[config.mk]
export PLATFORM = sky130hd
export DESIGN_NAME = ds1302_seq
export DESIGN_NICKNAME = d
export VERILOG_FILES = /design/src/rtl/ds1302_seq.sv
export SDC_FILE = /design/constraint.sdc
export NUM_CORES = 1
export LEC_CHECK = 0
export CORE_MARGIN = 4
export CORE_UTILIZATION = 44
export DETAILED_ROUTE_END_ITERATION = 8
export PLACE_DENSITY_LB_ADDON = 0.08
export SKIP_LAST_GASP = 1
export SYNTH_ARGS = -nofsm -noshare
export SYNTH_HDL_FRONTEND = slang
export SYNTH_SLANG_ARGS = --single-unit
[constraint.sdc]
create_clock -name clk -period 2.7 [get_ports clk]
set_input_delay 0.81 -clock clk [delete_from_list [all_inputs] [get_ports clk]]
set_output_delay 0.81 -clock clk [all_outputs]
set_load 0.05 [all_outputs]
[src/rtl/ds1302_seq.sv]
// DS1302 transaction sequencer: periodic 7-register refresh into shadow registers plus host writes.
// Define DS1302_SEQ_WP_EN to bracket each host write with write-protect clear/set transactions.
module ds1302_seq #(
   parameter int REFRESH_CYCLES = 1000000,
   parameter int CNT_W          = 20
) (
   input  logic        clk,
   input  logic        clrn,
   input  logic        wr_req,
   input  logic [2:0]  wr_idx,
   input  logic [7:0]  wr_data,
   output logic        wr_ack,
   output logic        wr_err,
   // `time` is a reserved word, so the shadow register bank is exported as time_out.
   output logic [55:0] time_out,
   output logic        time_valid,
   output logic        busy,
   output logic        eng_ena,
   output logic [7:0]  eng_addr,
   output logic [7:0]  eng_w,
   input  logic [7:0]  eng_r,
   input  logic        eng_ready,
   input  logic        eng_done
);

   localparam logic [CNT_W-1:0] CNT_MAX = CNT_W'(REFRESH_CYCLES - 1);

`ifdef DS1302_SEQ_WP_EN
   typedef enum logic [3:0] {
      S_IDLE, S_RD_ISSUE, S_RD_WAIT, S_WR_ISSUE, S_WR_WAIT, S_ACK,
      S_WPC_ISSUE, S_WPC_WAIT, S_WPS_ISSUE, S_WPS_WAIT
   } state_t;
`else
   typedef enum logic [2:0] {
      S_IDLE, S_RD_ISSUE, S_RD_WAIT, S_WR_ISSUE, S_WR_WAIT, S_ACK
   } state_t;
`endif

   state_t             state_q, state_d;
   logic [2:0]         idx_q, idx_d;
   logic [7:0]         data_q, data_d;
   logic [CNT_W-1:0]   cnt_q, cnt_d;
   logic               pending_q, pending_d;
   logic [55:0]        time_q, time_d;
   logic               wr_ack_q, wr_ack_d;
   logic               wr_err_q, wr_err_d;
   logic               time_valid_q, time_valid_d;
   logic               busy_q, busy_d;
   logic               eng_ena_q, eng_ena_d;
   logic [7:0]         eng_addr_q, eng_addr_d;
   logic [7:0]         eng_w_q, eng_w_d;
   logic               wrap, pending_set, pending_clr;
   logic [2:0]         idx_next;

   always_comb begin
      state_d      = state_q;
      idx_d        = idx_q;
      data_d       = data_q;
      time_d       = time_q;
      eng_ena_d    = eng_ena_q;
      eng_addr_d   = eng_addr_q;
      eng_w_d      = eng_w_q;
      wr_ack_d     = 1'b0;
      wr_err_d     = 1'b0;
      time_valid_d = 1'b0;
      pending_clr  = 1'b0;
      idx_next     = idx_q + 3'd1;
      wrap         = (cnt_q == CNT_MAX);
      cnt_d        = wrap ? '0 : cnt_q + 1'b1;
      pending_set  = wrap;

      case (state_q)
         S_IDLE: begin
            if (wr_req && (wr_idx == 3'd7)) begin
               wr_ack_d = 1'b1;
               wr_err_d = 1'b1;
               state_d  = S_ACK;
            end else if (wr_req) begin
               idx_d     = wr_idx;
               data_d    = wr_data;
               eng_ena_d = 1'b1;
`ifdef DS1302_SEQ_WP_EN
               eng_addr_d = 8'h8E;
               eng_w_d    = 8'h00;
               state_d    = S_WPC_ISSUE;
`else
               eng_addr_d = {4'h8, wr_idx, 1'b0};
               eng_w_d    = wr_data;
               state_d    = S_WR_ISSUE;
`endif
            end else if (pending_q) begin
               pending_clr = 1'b1;
               idx_d       = 3'd0;
               eng_ena_d   = 1'b1;
               eng_addr_d  = 8'h81;
               eng_w_d     = 8'h00;
               state_d     = S_RD_ISSUE;
            end
         end
         S_RD_ISSUE: begin
            if (eng_ready) begin
               eng_ena_d = 1'b0;
               state_d   = S_RD_WAIT;
            end
         end
         S_RD_WAIT: begin
            if (eng_done) begin
               for (int i = 0; i < 7; i++) begin
                  if (idx_q == 3'(i)) time_d[i*8 +: 8] = eng_r;
               end
               if (idx_q == 3'd6) begin
                  time_valid_d = 1'b1;
                  state_d      = S_IDLE;
               end else begin
                  idx_d      = idx_next;
                  eng_ena_d  = 1'b1;
                  eng_addr_d = {4'h8, idx_next, 1'b1};
                  state_d    = S_RD_ISSUE;
               end
            end
         end
`ifdef DS1302_SEQ_WP_EN
         S_WPC_ISSUE: begin
            if (eng_ready) begin
               eng_ena_d = 1'b0;
               state_d   = S_WPC_WAIT;
            end
         end
         S_WPC_WAIT: begin
            if (eng_done) begin
               eng_ena_d  = 1'b1;
               eng_addr_d = {4'h8, idx_q, 1'b0};
               eng_w_d    = data_q;
               state_d    = S_WR_ISSUE;
            end
         end
         S_WPS_ISSUE: begin
            if (eng_ready) begin
               eng_ena_d = 1'b0;
               state_d   = S_WPS_WAIT;
            end
         end
         S_WPS_WAIT: begin
            if (eng_done) begin
               wr_ack_d    = 1'b1;
               pending_set = 1'b1;
               state_d     = S_ACK;
            end
         end
`endif
         S_WR_ISSUE: begin
            if (eng_ready) begin
               eng_ena_d = 1'b0;
               state_d   = S_WR_WAIT;
            end
         end
         S_WR_WAIT: begin
            if (eng_done) begin
`ifdef DS1302_SEQ_WP_EN
               eng_ena_d  = 1'b1;
               eng_addr_d = 8'h8E;
               eng_w_d    = 8'h80;
               state_d    = S_WPS_ISSUE;
`else
               wr_ack_d    = 1'b1;
               pending_set = 1'b1;
               state_d     = S_ACK;
`endif
            end
         end
         // One cycle holding wr_ack so the host can drop wr_req before IDLE looks again.
         S_ACK: state_d = S_IDLE;
         default: state_d = S_IDLE;
      endcase

      pending_d = pending_set ? 1'b1 : (pending_clr ? 1'b0 : pending_q);
      busy_d    = (state_d != S_IDLE);
   end

   always_ff @(posedge clk or negedge clrn) begin
      if (!clrn) begin
         state_q      <= S_IDLE;
         idx_q        <= 3'd0;
         data_q       <= 8'h00;
         cnt_q        <= '0;
         pending_q    <= 1'b1;
         time_q       <= 56'd0;
         wr_ack_q     <= 1'b0;
         wr_err_q     <= 1'b0;
         time_valid_q <= 1'b0;
         busy_q       <= 1'b0;
         eng_ena_q    <= 1'b0;
         eng_addr_q   <= 8'h00;
         eng_w_q      <= 8'h00;
      end else begin
         state_q      <= state_d;
         idx_q        <= idx_d;
         data_q       <= data_d;
         cnt_q        <= cnt_d;
         pending_q    <= pending_d;
         time_q       <= time_d;
         wr_ack_q     <= wr_ack_d;
         wr_err_q     <= wr_err_d;
         time_valid_q <= time_valid_d;
         busy_q       <= busy_d;
         eng_ena_q    <= eng_ena_d;
         eng_addr_q   <= eng_addr_d;
         eng_w_q      <= eng_w_d;
      end
   end

   assign wr_ack     = wr_ack_q;
   assign wr_err     = wr_err_q;
   assign time_out   = time_q;
   assign time_valid = time_valid_q;
   assign busy       = busy_q;
   assign eng_ena    = eng_ena_q;
   assign eng_addr   = eng_addr_q;
   assign eng_w      = eng_w_q;

endmodule

==> results of run 1 <==
-- path summary, 6_finish.rpt --
| path | endpoint | cells past startpoint |
|---|---|---|
| max | eng_addr[3] | 1 |
| min | time_out[18] | 1 |
| max reg2reg | time_out[55] | 4 |
| min reg2reg | cnt_q[0] | 1 |
| max in group asynchronous | pending_q | 2 |
| min in group clk | cnt_q[0] | 1 |
-- layout make-up --
class | instances | area [um^2]
sequential | 98 | 2450
clock inverter | 7 | 65.1
inverter | 14 | 52.6
fill | 762 | 3730
timing repair buffer | 102 | 1020
tap | 129 | 161
clock buffer | 9 | 124
multi-input combinational | 212 | 1640
-- cells in the final DEF, fill, tap and decap left out, types with 4 or more instances in the layout --
cell / n
xor2_1: 6
inv_1: 14
xnor2_1: 8
clkdlybuf4s50_1: 96
nand4_1: 5
o21ai_0: 13
dfrtp_1: 97
inv_6: 4
clkbuf_8: 9
a21oi_1: 9
nand3_1: 13
o31ai_1: 4
ha_1: 6
nand2_1: 19
mux2_2: 58
buf_4: 5
nor2_1: 21
nor3_1: 6
-- through the flow --
step | util | worst slack [ns]
floorplan | - | 0.587
global placement | 0.576 | 0.242
detailed placement | 0.576 | 0.177
CTS | 0.597 | 0.136
global route | 0.597 | 0.0837
finish | 0.597 | 0.159
-- power groups by stage --
| stage | clock network, W | logic [W] | registers (W) |
|---|---|---|---|
| after floorplan | 0 | 0.000830 | 0.00382 |
| after global placement | 0 | 0.00353 | 0.00231 |
| after detailed placement | 0 | 0.00357 | 0.00233 |
| after CTS | 0.000953 | 0.00357 | 0.00230 |
| after global routing | 0.00101 | 0.00371 | 0.00236 |
| final | 0.000918 | 0.00353 | 0.00229 |
-- kinds of logic after synthesis --
logic type	synth area share
other cells	0.000895
fa+ha+maj	0.0179
compound gates	0.0445
xor+xnor	0.0293
simple gates	0.134
buf+inv	0.0251
mux	0.163
flops	0.586
-- sequential cells by signal (all words and copies together), names as in the netlist --
register    cells
eng_w           8
eng_addr        3
pending_q       1
time_out       56
cnt_q          20
idx_q           2
wr_ack          1
eng_ena         1
time_valid      1
state_q         3
busy            1
wr_err          1
-- routing by layer --
metal	wire (um)	up-vias	track usage
met5	0	-	0
met4	171	0	0.0694
met3	548	12	0.0343
met2	4290	93	0.269
met1	4160	1394	0.228
li1	-	1369	-
==> summary.txt, run 1 <==
Status
  – Outcome: finished clean

Finish
  – Antenna Cells: 0
  – Proportion of layout cells with a drive suffix above 1: 0.215
  – Design Area, Final: 5510 um^2
  – Net count of the finished layout: 467
  – Final Non-Filler Cells: 571
  – Layout area overhead: 31.6%

Placed design
  – Weighted congestion at the end of routability-driven global placement: 0.768
  – Cell area after placement: 5330 um^2
  – HPWL Detailed: 6630 um
  – Placed Cells: 555
  – Count of buffers from port buffering: 97

Setup path
  – Worst R2R Start: state_q[1]
  – Delay contributed by the slowest stage of the critical path: 0.86 ns
  – Critical-path maximum fanout: 7
  – Cell-by-cell listing of the critical path: clkdlybuf4s50_1
  – Flop-to-flop setup slack: 0.66 ns
  – Cell with the largest stage delay on the worst path: clkdlybuf4s50_1
  – Crit path arrival time: 1.73 ns
  – Launching instance or port of the critical path: eng_addr[3]
  – Endpoint class of the critical path: output pin
  – Worst Setup Path Type: reg -> out
  – Data required time of the worst path: 1.89 ns
  – Buffer and inverter count on the worst path: 1
  – Kind of cell adding the most delay to the critical path: buffers and inverters
  – Critical path startpoint category: register

Clock tree
  – Inserted Clock Buffers: 9
  – Reg clk slew, reported paths: 0.10 ns
  – Clock latency at the later pin of the worst-skew pair: 0.37 ns
  – TritonCTS clock tree: done
  – Root Driver: clkbuf_8
  – Clock Tree Buf Depth: 2
  – Hold-fix buffer count after cts: 0
  – Number of levels in the clock H-tree: 3
  – CTS sink cnt: 98
  – Post-CTS Resized: 0
  – Number of buffers inserted by post-CTS setup repair: 0

Timing
  – Setup repair after global routing missed its margin: no
  – Total negative slack: 0 ns
  – Setup clock skew after layout: 0.0128 ns
  – Number of slew-limit violations in the final report: 0
  – Ratio of final minimum period to clock period: 0.941
  – Pin slew with the least headroom to its limit: 0.655 ns
  – Fmax: 394 MHz
  – Max-slew headroom: 0.562
  – Time the final worst path needs with I/O delays and setup: 2.54 ns
  – Hold Fails Final Rpt: 0
  – Worst hold slack after final layout: 0.354 ns
  – Final number of setup-violating endpoints: 0

Routing
  – Total detailed-routing wirelength: 9170 um
  – Post-route antenna net violation count: 0
  – Via count: 2868
  – Post-DR vias/cell: 5.02
  – Routed length per instance: 16.1 um
  – Residual DRC count: 0
  – First drt pass iteration count: 4
  – Number of design-rule violations left by the first detailed-router iteration: 72

Global route
  – Initial antenna violation count: 0
  – Global-route wire length before repair: 14900 um
  – Combined global-route utilization of all metal layers: 0.169
  – Aggregate global routing overflow: 0
  – Vias in the first global route: 2855
  – Pin count of the biggest net entering global routing: 71

Power
  – Proportion of power drawn by flip-flops and latches: 0.340
  – Gate power share: 0.524
  – Switching power: 0.00317 W
  – Worst IR drop on VDD: 619 uV
  – Total power: 0.00675 W
  – Int Pwr: 0.00357 W
  – Leakage component of the power: 2.40 nW
  – Power per Cell Area: 1220 nW/um^2
  – Share of total power consumed by net switching: 0.470
  – Clock group share of total power: 0.136

Floorplan
  – Die Height: 106 um
  – Starting density of the core: 0.453
  – Die width: 106 um
  – Row Count: 35
  – Placeable core region: 9240 um^2
  – Die area: 11100 um^2
  – Count of pins on the block boundary: 101

Logic synthesis
  – Largest area contributor in the synthesized netlist: dfrtp_1
  – Register bit count reported by yosys: 98
  – Commonest register cell after synthesis: dfrtp_1
  – Area of the mapped netlist: 4190 um^2
  – Synth Instances: 331
  – Number of synthesized flops with an enable pin: 0
  – Post-synth top cells: dfrtp_1, mux2_2, nor2_1
  – Most area-consuming cells after synthesis: dfrtp_1, mux2_2, nor2_1
  – YS warnings: 0
  – Proportion of netlist area held by the largest area contributor: 0.579
  – Post-synth cell types: 45
  – Syn avg cell area: 12.7 um^2
  – Leading cell type by number of instances after synthesis: dfrtp_1
  – Post-synthesis async set-or-reset flop share: 1.00
  – Sequential fraction of the synthesis area: 0.586

Worst hold path
  – Worst Hold Class: in -> async

Job
  – MaxCap Viol Count: 0
No activity file was read; power rests on OpenSTA's default activity.
==> inputs of run 2 (changes only) <==
- CORE_UTILIZATION: 44 -> 45
==> run 2 against run 1 <==
Effect of this change:
- flip-flop and latch count unchanged
- wire length increased by 0.72%
- register-to-register slack improved by 0.04 ns
- critical path depth unchanged
- utilization increased by 2.6 points
- clock skew about the same
- sequential power about the same
- sequential share of layout area decreased by 0.18 points
- setup slack got worse by 0.0065 ns
- first-iteration DRC count decreased by 25%
- highest routed layer unchanged
==> summary.txt, run 2 (synthesized netlist as in run 1, its figures left out) <==
Routing
  – Post-DR vias/cell: 5.23 (+4.0%)
  – Total detailed-routing wirelength: 9240 um (+0.72%)
  – First drt pass iteration count: 4 (unchanged)
  – Post-route antenna net violation count: 0 (unchanged)
  – Number of design-rule violations left by the first detailed-router iteration: 54 (-25%)
  – Via count: 2895 (+0.94%)
  – Routed length per instance: 16.7 um (+3.8%)
  – Residual DRC count: 0 (unchanged)

Timing
  – Time the final worst path needs with I/O delays and setup: 2.55 ns (+0.00648 ns)
  – Max-slew headroom: 0.521 (-0.0410)
  – Final number of setup-violating endpoints: 0 (unchanged)
  – Pin slew with the least headroom to its limit: 0.716 ns (+0.0612 ns)
  – Number of slew-limit violations in the final report: 0 (unchanged)
  – Setup repair after global routing missed its margin: no
  – Hold Fails Final Rpt: 0 (unchanged)
  – Fmax: 393 MHz (-0.25%)
  – Setup clock skew after layout: 0.0131 ns (+0.000334 ns)
  – Ratio of final minimum period to clock period: 0.943 (+0.00240)
  – Total negative slack: 0 ns (unchanged)
  – Final setup margin: 0.153 ns (-0.00648 ns)

Setup path
  – Critical path startpoint category: register
  – Crit path arrival time: 1.74 ns (about the same)
  – Kind of cell adding the most delay to the critical path: buffers and inverters
  – Endpoint class of the critical path: output pin
  – Cell with the largest stage delay on the worst path: clkdlybuf4s50_1
  – Delay contributed by the slowest stage of the critical path: 0.87 ns (about the same)
  – Cell-by-cell listing of the critical path: clkdlybuf4s50_1
  – Worst Setup Path Type: reg -> out
  – Data required time of the worst path: 1.89 ns (about the same)
  – Critical-path maximum fanout: 7 (unchanged)
  – Buffer and inverter count on the worst path: 1 (unchanged)

Status
  – Outcome: finished clean

Clock tree
  – Inserted Clock Buffers: 9 (unchanged)
  – Reg clk slew, reported paths: 0.10 ns (about the same)
  – Clock Tree Buf Depth: 2 (unchanged)
  – TritonCTS clock tree: done
  – CTS sink cnt: 98 (unchanged)
  – Number of buffers inserted by post-CTS setup repair: 0 (unchanged)
  – Post-CTS Resized: 0 (unchanged)
  – Number of levels in the clock H-tree: 3 (unchanged)
  – Clock latency at the later pin of the worst-skew pair: 0.36 ns (about the same)
  – Hold-fix buffer count after cts: 0 (unchanged)
  – Root Driver: clkbuf_8

Placed design
  – Placed Cells: 538 (-3.1%)
  – Weighted congestion at the end of routability-driven global placement: 0.828 (+7.9%)
  – Count of buffers from port buffering: 97 (unchanged)
  – DP Worst Slack: 0.211 ns (+0.0345 ns)
  – HPWL Detailed: 6720 um (+1.4%)

Global route
  – Initial antenna violation count: 0 (unchanged)
  – Vias in the first global route: 3032 (+6.2%)
  – Combined global-route utilization of all metal layers: 0.175 (+0.00624)
  – Pin count of the biggest net entering global routing: 46 (-35%)
  – Aggregate global routing overflow: 0 (unchanged)
  – Global-route wire length before repair: 15500 um (+3.9%)

Floorplan
  – Row Count: 34 (-2.9%)
  – Count of pins on the block boundary: 101 (unchanged)
  – Placeable core region: 8890 um^2 (-3.8%)
  – Die Height: 104 um (-1.0%)
  – Die area: 10900 um^2 (-2.1%)
  – Starting density of the core: 0.471 (+0.0178)
  – Die width: 104 um (-1.0%)

Power
  – Power per Cell Area: 1230 nW/um^2 (+0.75%)
  – Worst IR drop on VDD: 690 uV (+12%)
  – Leakage component of the power: 2.42 nW (+1.1%)

Finish
  – Net count of the finished layout: 471 (+0.86%)
  – Layout area overhead: 32.1%
  – Final Non-Filler Cells: 554 (-3.0%)
  – Most common cell after layout, fill and taps aside: dfrtp_1
  – Commonest cells after routing, fill and taps aside: dfrtp_1, clkdlybuf4s50_1, mux2_2
  – Number of flip-flops under the largest register name: 56 (unchanged)
  – Antenna Cells: 0 (unchanged)
  – Proportion of layout cells with a drive suffix above 1: 0.222 (+0.00704)

Worst hold path
  – Worst Hold Class: in -> async

Job
  – MaxCap Viol Count: 0 (unchanged)
-- run 2: area by class of cell --
class                      instances  area (um^2)
fill                             734         3350
sequential                        98         2450
multi-input combinational        212         1640
timing repair buffer             106         1050
tap                              108          135
clock buffer                       9          124
clock inverter                     7         83.8
inverter                          14         52.6
-- run 2: final timing paths --
| check | from | to | slack (ns) | depth (start not counted) |
|---|---|---|---|---|
| hold reg to reg | eng_addr[7] | eng_addr[7] | 0.48 | 1 |
| setup reg to reg | state_q[1] | time_out[35] | 0.70 | 4 |
| min in group clk | eng_addr[7] | eng_addr[7] | 0.48 | 1 |
| max in group asynchronous | clrn | pending_q | 1.59 | 2 |
| setup / recovery | eng_addr[3] | eng_addr[3] | 0.15 | 1 |
| hold / removal | clrn | time_out[21] | 0.43 | 1 |
-- run 2: per-stage QoR --
step / power, W / area, um^2 / utilization / hold WS (ns)
finish: 0.00682 / 5540 / 0.623 / 0.431
global route: 0.00715 / 5540 / 0.623 / 0.472
CTS: 0.00689 / 5540 / 0.623 / 0.443
global placement: 0.00586 / 5330 / 0.599 / 0.449
detailed placement: 0.00590 / 5330 / 0.599 / 0.459
floorplan: 0.00465 / 4200 / - / 0.433
-- run 2: worst reg2reg max path, cell delays in order (launching register included) --
cell,delay (ns)
dfrtp_1,0.55
nor3b_4,0.50
nand2_2,0.17
nor2_4,0.30
mux2_2,0.38
-- run 2: metal layers --
layer,share of wire,GRT usage
met5,0,0
met4,0.012,0.0418
met3,0.065,0.0509
met2,0.45,0.274
met1,0.47,0.242
-- run 2: power breakdown --
part | leakage [nW] | switching (W) | internal, W
logic | 1.06 | 0.00228 | 0.00127
registers | 1.26 | 0.000341 | 0.00195
clock network | 0.102 | 0.000540 | 0.000445
